===== src/rtl/rom_fetch_pkg.sv =====
// rtl/rom_fetch_pkg.sv - shared types and defaults for the ROM fetch sequencer
package rom_fetch_pkg;
  localparam logic [3:0] ADDR_HI_DEFAULT       = 4'h1;
  localparam int         ROM_ADDR_BITS_DEFAULT = 12;

  typedef enum logic [2:0] {
    ST_IDLE,
    ST_STOP,
    ST_START,
    ST_STREAM,
    ST_HOLD
  } state_e;
endpackage


===== src/rtl/rom_fetch_stats.sv =====
// rtl/rom_fetch_stats.sv - saturating stream-restart counter
module rom_fetch_stats (
  input  logic        clk,
  input  logic        rst_n,
  input  logic        inc_i,
  output logic [15:0] count_o
);
  logic [15:0] count_q;

  always_ff @(posedge clk or negedge rst_n) begin
    if (!rst_n) begin
      count_q <= '0;
    end else if (inc_i && (count_q != 16'hFFFF)) begin
      count_q <= count_q + 16'd1;
    end
  end

  assign count_o = count_q;
endmodule


===== src/rtl/rom_fetch_sequencer.sv =====
// rtl/rom_fetch_sequencer.sv - one-byte cache in front of a streaming QSPI flash reader
// Optional restart statistics are enabled with ROM_FETCH_STATS_EN.
module rom_fetch_sequencer
  import rom_fetch_pkg::*;
#(
  parameter logic [3:0] ADDR_HI       = ADDR_HI_DEFAULT,
  parameter int         ROM_ADDR_BITS = ROM_ADDR_BITS_DEFAULT
) (
  input  logic                     clk,
  input  logic                     rst_n,
  input  logic [7:0]               rom_bank,
  input  logic                     req_valid,
  input  logic [ROM_ADDR_BITS-1:0] req_addr,
  output logic                     rsp_ready,
  output logic [7:0]               rsp_data,
  output logic [23:0]              fl_addr,
  output logic                     fl_start,
  output logic                     fl_stall,
  output logic                     fl_stop,
  input  logic [7:0]               fl_data,
  input  logic                     fl_data_ready,
  input  logic                     fl_busy,
  output logic [15:0]              miss_count
);
  typedef logic [ROM_ADDR_BITS-1:0] addr_t;

  state_e state_q, state_d;
  addr_t  cur_addr_q, cur_addr_d;
  addr_t  nxt_addr_q, nxt_addr_d;
  addr_t  fl_lo_q, fl_lo_d;
  logic [7:0] cur_data_q, cur_data_d;
  logic   cur_valid_q, cur_valid_d;
  logic   stop_sent_q, stop_sent_d;
  logic   hit, miss;

  assign hit       = req_valid && cur_valid_q && (req_addr == cur_addr_q);
  assign miss      = req_valid && !hit;
  assign rsp_ready = hit;
  assign rsp_data  = cur_data_q;
  assign fl_addr   = {ADDR_HI, rom_bank, (fl_start ? req_addr : fl_lo_q)};

  always_comb begin
    state_d     = state_q;
    cur_addr_d  = cur_addr_q;
    nxt_addr_d  = nxt_addr_q;
    fl_lo_d     = fl_lo_q;
    cur_data_d  = cur_data_q;
    cur_valid_d = cur_valid_q;
    stop_sent_d = stop_sent_q;
    fl_start    = 1'b0;
    fl_stop     = 1'b0;
    fl_stall    = 1'b1;
    unique case (state_q)
      ST_IDLE: begin
        if (miss) state_d = ST_START;
      end
      ST_START: begin
        fl_start    = 1'b1;
        fl_lo_d     = req_addr;
        nxt_addr_d  = req_addr;
        stop_sent_d = 1'b0;
        state_d     = ST_STREAM;
      end
      ST_STREAM: begin
        fl_stall = 1'b0;
        if (fl_data_ready) begin
          cur_data_d  = fl_data;
          cur_addr_d  = nxt_addr_q;
          cur_valid_d = 1'b1;
          nxt_addr_d  = nxt_addr_q + addr_t'(1);
          state_d     = ST_HOLD;
        end
      end
      ST_HOLD: begin
        // Next sequential byte just un-stalls the stream; anything else restarts it.
        if (miss) state_d = (req_addr == nxt_addr_q) ? ST_STREAM : ST_STOP;
      end
      ST_STOP: begin
        cur_valid_d = 1'b0;
        fl_stop     = !stop_sent_q;
        stop_sent_d = 1'b1;
        // Busy is only trusted from the cycle after the stop pulse.
        if (stop_sent_q && !fl_busy) state_d = ST_START;
      end
      default: state_d = ST_IDLE;
    endcase
  end

  always_ff @(posedge clk or negedge rst_n) begin
    if (!rst_n) begin
      state_q     <= ST_IDLE;
      cur_addr_q  <= '0;
      nxt_addr_q  <= '0;
      fl_lo_q     <= '0;
      cur_data_q  <= '0;
      cur_valid_q <= 1'b0;
      stop_sent_q <= 1'b0;
    end else begin
      state_q     <= state_d;
      cur_addr_q  <= cur_addr_d;
      nxt_addr_q  <= nxt_addr_d;
      fl_lo_q     <= fl_lo_d;
      cur_data_q  <= cur_data_d;
      cur_valid_q <= cur_valid_d;
      stop_sent_q <= stop_sent_d;
    end
  end

`ifdef ROM_FETCH_STATS_EN
  rom_fetch_stats u_stats (
    .clk     (clk),
    .rst_n   (rst_n),
    .inc_i   (fl_start),
    .count_o (miss_count)
  );
`else
  assign miss_count = '0;
`endif
endmodule


===== config.mk =====
export PLATFORM = sky130hd
export DESIGN_NAME = rom_fetch_sequencer
export DESIGN_NICKNAME = d
export VERILOG_FILES = /design/src/rtl/rom_fetch_pkg.sv /design/src/rtl/rom_fetch_stats.sv /design/src/rtl/rom_fetch_sequencer.sv
export SDC_FILE = /design/constraint.sdc
export NUM_CORES = 1
export LEC_CHECK = 0
export CELL_PAD_IN_SITES_DETAIL_PLACEMENT = 0
export CELL_PAD_IN_SITES_GLOBAL_PLACEMENT = 2
export CORE_AREA = 10 10 98 122
export CTS_CLUSTER_SIZE = 40
export DETAILED_ROUTE_END_ITERATION = 7
export DIE_AREA = 0 0 108 132
export GPL_TIMING_DRIVEN = 0
export HOLD_SLACK_MARGIN = 0.15
export PLACE_DENSITY_LB_ADDON = 0.1
export SYNTH_ARGS = -nofsm -noshare
export SYNTH_HDL_FRONTEND = slang
export SYNTH_SLANG_ARGS = --single-unit

===== constraint.sdc =====
create_clock -name clk -period 5.2 [get_ports clk]
set_clock_uncertainty 0.15 [all_clocks]
set_input_delay 1.56 -clock clk [delete_from_list [all_inputs] [get_ports clk]]
set_output_delay 1.56 -clock clk [all_outputs]
set_load 0.02 [all_outputs]

-- Word-level counts from Yosys, hierarchy flattened
Cells that the tools add are included.
- bits in registers: 49
- bits of input ports: 33
- output and inout bits: 52
- logic and storage cells: 48
- $add $sub $neg: 1
- eq/ne operators: 10
- multiplexer cells: 15
- reduce and logical (&&, ||, !) cells: 15
- operators with widths (kind ; count):
    $eq 12x12->1 ; 2
    $mux 12 ; 2
    $pmux 12 s2 ; 1
    $pmux 3 s5 ; 1
    $add 12x1->12 const B ; 1
    $mux 3 ; 4
    $ne 2x2->1 const B ; 4
    $eq 3x2->1 const B ; 2
    $reduce_and 2->1 ; 3
    $reduce_bool 2->1 ; 3
    $logic_and 1x1->1 ; 4
    $mux 1 ; 4
    $pmux 1 s2 ; 2
    $reduce_and 4->1 ; 1
    $eq 3x1->1 const B ; 1
    $eq 3x3->1 const B ; 1
    $logic_not 1->1 ; 3
    $logic_not 3->1 ; 1
    $mux 2 ; 1

-- Logic depth before layout (Yosys ltp)
- depth in word-level cells: 6
- depth in mapped cells: 7
- gate-level depth less buffers: 6

-- Worst setup path before layout
Ideal clock, no wire load.
- kind: in2out
- from: input port req_addr[2]
- to: output port rsp_ready
- arrival: 2.290 ns
- required time: 3.490 ns
- setup slack: 1.200 ns
- cell stages on the path: 4
- buffers on the path: 0
- path through: xnor2_1 nand4_1 nor4_1 and2_1
- word-level cells in the longest chain between the ends: 2
- ends and longest elaborated chain (item ; RTL line ; text):
    start: declaration ; rom_fetch_sequencer.sv:13 ; input logic [ROM_ADDR_BITS-1:0] req_addr,
    $eq 12x12->1 ; rom_fetch_sequencer.sv:36 ; assign hit = req_valid && cur_valid_q && (req_addr == cur_addr_q);
    $logic_and 1x1->1 ; rom_fetch_sequencer.sv:36 ;
    end: declaration ; rom_fetch_sequencer.sv:14 ; output logic rsp_ready,
Every way passes these cells.

-- Worst setup path after layout
- from: input port req_addr[8]
- to: output port rsp_ready
Same word-level chain as after synthesis.

==> metrics.md <==
| Metric | Value |
|---|---|
| Starting density of the core | 28.6% |
| Reg2reg start | state_q[0]$_DFFE_PN0P_ |
| Row count | 40 |
| Worst hold stages | 2 |
| Wire per inst | 16.1 um |
| Full die area | 14300 um2 |
| Psw | 0.000952 W |
| Hold Fails Final Rpt | 0 |
| Via-to-Cell Ratio | 4.49 |
| Nature of the critical path endpoint | primary output |
| Post-synth EDFFs | 0 |
| Core Footprint | 9560 um2 |
| Drt pass-1 iters | 4 |
| WHS Endpoint | fl_lo_q[5]$_DFFE_PN0P_ |
| Final core utilization | about two fifths |
| Clk_lat worst skew | approximately 0.29 ns |
| Mean post-synth cell area | 8.49 um2 |
| Final setup viols | 0 |
| Vias in the first global route | 2483 |
| Crit Path Max Fanout | 3 |
| CTS Buf Count | 5 |
| Gr usage total | 12.3% |
| DR vias | 2386 |
| Routability cong. | 0.784 |
| Antenna Cells | 0 |
| Clock share of power | 17.4% |
| Arrival time at the worst endpoint | 3.34 ns |
| Grt ovf | 0 |
| WS Path Type | in -> out |
| Count of cell types in the netlist | 40 |
| Initial antenna violation count | 0 |
| PortBufs | 56 |
| Htree depth | 2 |
| Yosys warnings | 0 |
| Element type at the critical path start | input port |
| CTS Sinks | 49 |
| CTS tree | yes |
| P_int | 0.00129 W |
| Worst VDD drop | 0.000230 V |
| Largest net degree at the start of global routing | 26 |
| Leak | 1.79 nW |
| Synth Instances | 322 |
| Clock Path Buffers | 2 |
| P&R area growth vs syn | 35.5% |
| R2R Setup Slk | between 3 and 4 ns |
| Tcrit/Tclk final | 97.2% |
| Fin cells | 531 |
| Setup bufs post-CTS | 0 |
| Sw frac | 42.5% |
| Remaining DRCs | 0 |
| Synth cell count leaders | nand2_1, dfrtp_1, buf_4, o21ai_0 |
| Max-slew headroom | 56.5% |
| Synth area leaders | dfrtp_1, nand2_1, buf_4, xnor2_1, xor2_1 |
| Comb pwr share | 51.6% |
| Count leader, synth | nand2_1 |
| First DRT Iteration DRCs | 92 |
| Post-synthesis register bit count | 49 |
| Total wire length | ~8.6 mm |
| DIE HEIGHT | 132 um |
| Routed Antenna Nets | 0 |
| Fill cells | 998 |
| Cell taking the most area after synthesis | dfrtp_1 |
| First-pass GRT wire length | 14.0 mm |
| HP Class | reg -> reg |
| Min Tclk post-route | 5.05 ns |
| CTS root buffer | clkbuf_16 |
| Hold_sp | fl_lo_q[5]$_DFFE_PN0P_ |
| Chip Width | 108 um |
| Worst reg-to-reg path cell count | 6 |
| Nets | 438 |
| Clock-pin slew on the worst setup and hold paths | approximately 0.060 ns |
| Worst slew pin tran | 0.652 ns |
| Register area share after synthesis | 44.8% |
| Post-detail-place hpwl | 6.47 mm |
| Fraction of registers with async set/reset | 100% |
| Peak Freq | 198 MHz |
| Pwr per Cell Area | 604 nW/um2 |
| Layout cell share with drive strength beyond 1 | 12.1% |
| RSZ-0062 raised after global routing | false |
| Req. time, crit path | about 3.5 ns |
| Sequential fraction of design power | ~30% |
| Main synth FF type | dfrtp_1 |
| Max-cap viol count | 0 |
| I/O Pins | 85 |
| Placed insts | approximately 520 |
| Final Max Slew Viols | 0 |
| Post-Route Setup TNS | 0 ns |
| Post-Syn Area | 2740 um2 |
| Status | complete, no violations |
| Synth top area share | ~45% |
| Reg2reg end | nxt_addr_q[9]$_DFFE_PN0P_ |
sequential cells by signal (all words and copies together), names as in the netlist:
register	flops
cur_addr_q	12
fl_lo_q	12
nxt_addr_q	12
rsp_data	8
state_q	3
cur_valid_q	1
stop_sent_q	1
cells by family after synthesis:
logic type	Yosys count	synth area share [%]
muxes	6	2.24
AOI/OAI and AO/OA	41	9.56
buffers and inverters	51	11.3
other	2	0.275
and+or+nand+nor	148	23.7
xor gates and xnor gates	24	7.69
DFF	49	44.8
adders and majority gates	1	0.457
per-stage QoR:
step	total power [W]	cell area [um2]	worst slack [ns]	hold slack (ns)
after detailed placement	0.00188	3540	-0.0908	0.308
after global placement	0.00187	3520	-0.130	0.304
after CTS	0.00228	3710	0.176	0.326
after floorplan	0.00140	2800	1.20	0.312
final	0.00224	3710	0.148	0.320
after global routing	0.00243	3710	0.0353	0.346
cell type report:
type | count | area [um2] | share of cell area, %
sequential | 49 | 1230 | 33.1
clock buffer | 7 | 143 | 3.85
inverter | 5 | 18.8 | 0.506
buffer | 46 | 289 | 7.80
timing repair buffer | 57 | 574 | 15.5
multi-input combinational | 240 | 1270 | 34.2
clock inverter | 1 | 30.0 | 0.810
tap | 126 | 158 | 4.25
critical path: stages:
cell and delay [ns]:
clkdlybuf4s50_1 0.50, xnor2_1 0.26, nand4_1 0.15, nor4_1 0.34, and2_1 0.18, dlygate4sd2_1 0.33
worst max-delay path by stage:
stage               depth (start not counted)  slack, ns         to         from
floorplan                                   4       1.20  rsp_ready  req_addr[2]
global placement                            6      -0.13  rsp_ready  req_addr[8]
detailed placement                          6      -0.09  rsp_ready  req_addr[8]
CTS                                         6       0.18  rsp_ready  req_addr[8]
global route                                6       0.04  rsp_ready  req_addr[2]
finish                                      6       0.15  rsp_ready  req_addr[8]
layer usage:
metal / global-route usage [%] / up-vias / wire length (um)
li1: - / 1181 / -
met1: 15.2 / 1138 / 3750
met2: 20.2 / 61 / 4180
met3: 3.28 / 6 / 540
met4: 3.27 / 0 / 95
met5: 0 / - / 0
layout by cell type, fill, tap and decap left out, types with 2 or more instances in the layout:
cell               n
a21o_1             2
a21oi_1            7
a22oi_1            8
and2_1             3
and3_1             3
and4_1             2
buf_2             10
buf_4             28
clkbuf_1          10
clkbuf_16          5
clkdlybuf4s50_1   54
conb_1            20
dfrtp_1           49
inv_1              5
mux2i_1            5
nand2_1          105
nand2b_1           2
nand3_1            9
nand4_1            4
nor2_1             7
nor2b_1            2
nor3_1             3
nor4_1             3
o2111ai_1          2
o21ai_0           14
xnor2_1           12
xor2_1            12
power by group through the flow:
stage	combinational, W	clock [W]	sequential (W)
floorplan	0.000701	0	0.000703
global placement	0.00117	0	0.000698
detailed placement	0.00117	0	0.000702
CTS	0.00118	0.000402	0.000695
global route	0.00130	0.000415	0.000720
finish	0.00116	0.000391	0.000693
timing repair:
item,in CTS,in global routing
hold buffers,0,0
resized for setup,1,0
setup endpoints to repair,1,0
Note: power is estimated with default switching activity, not from simulation.
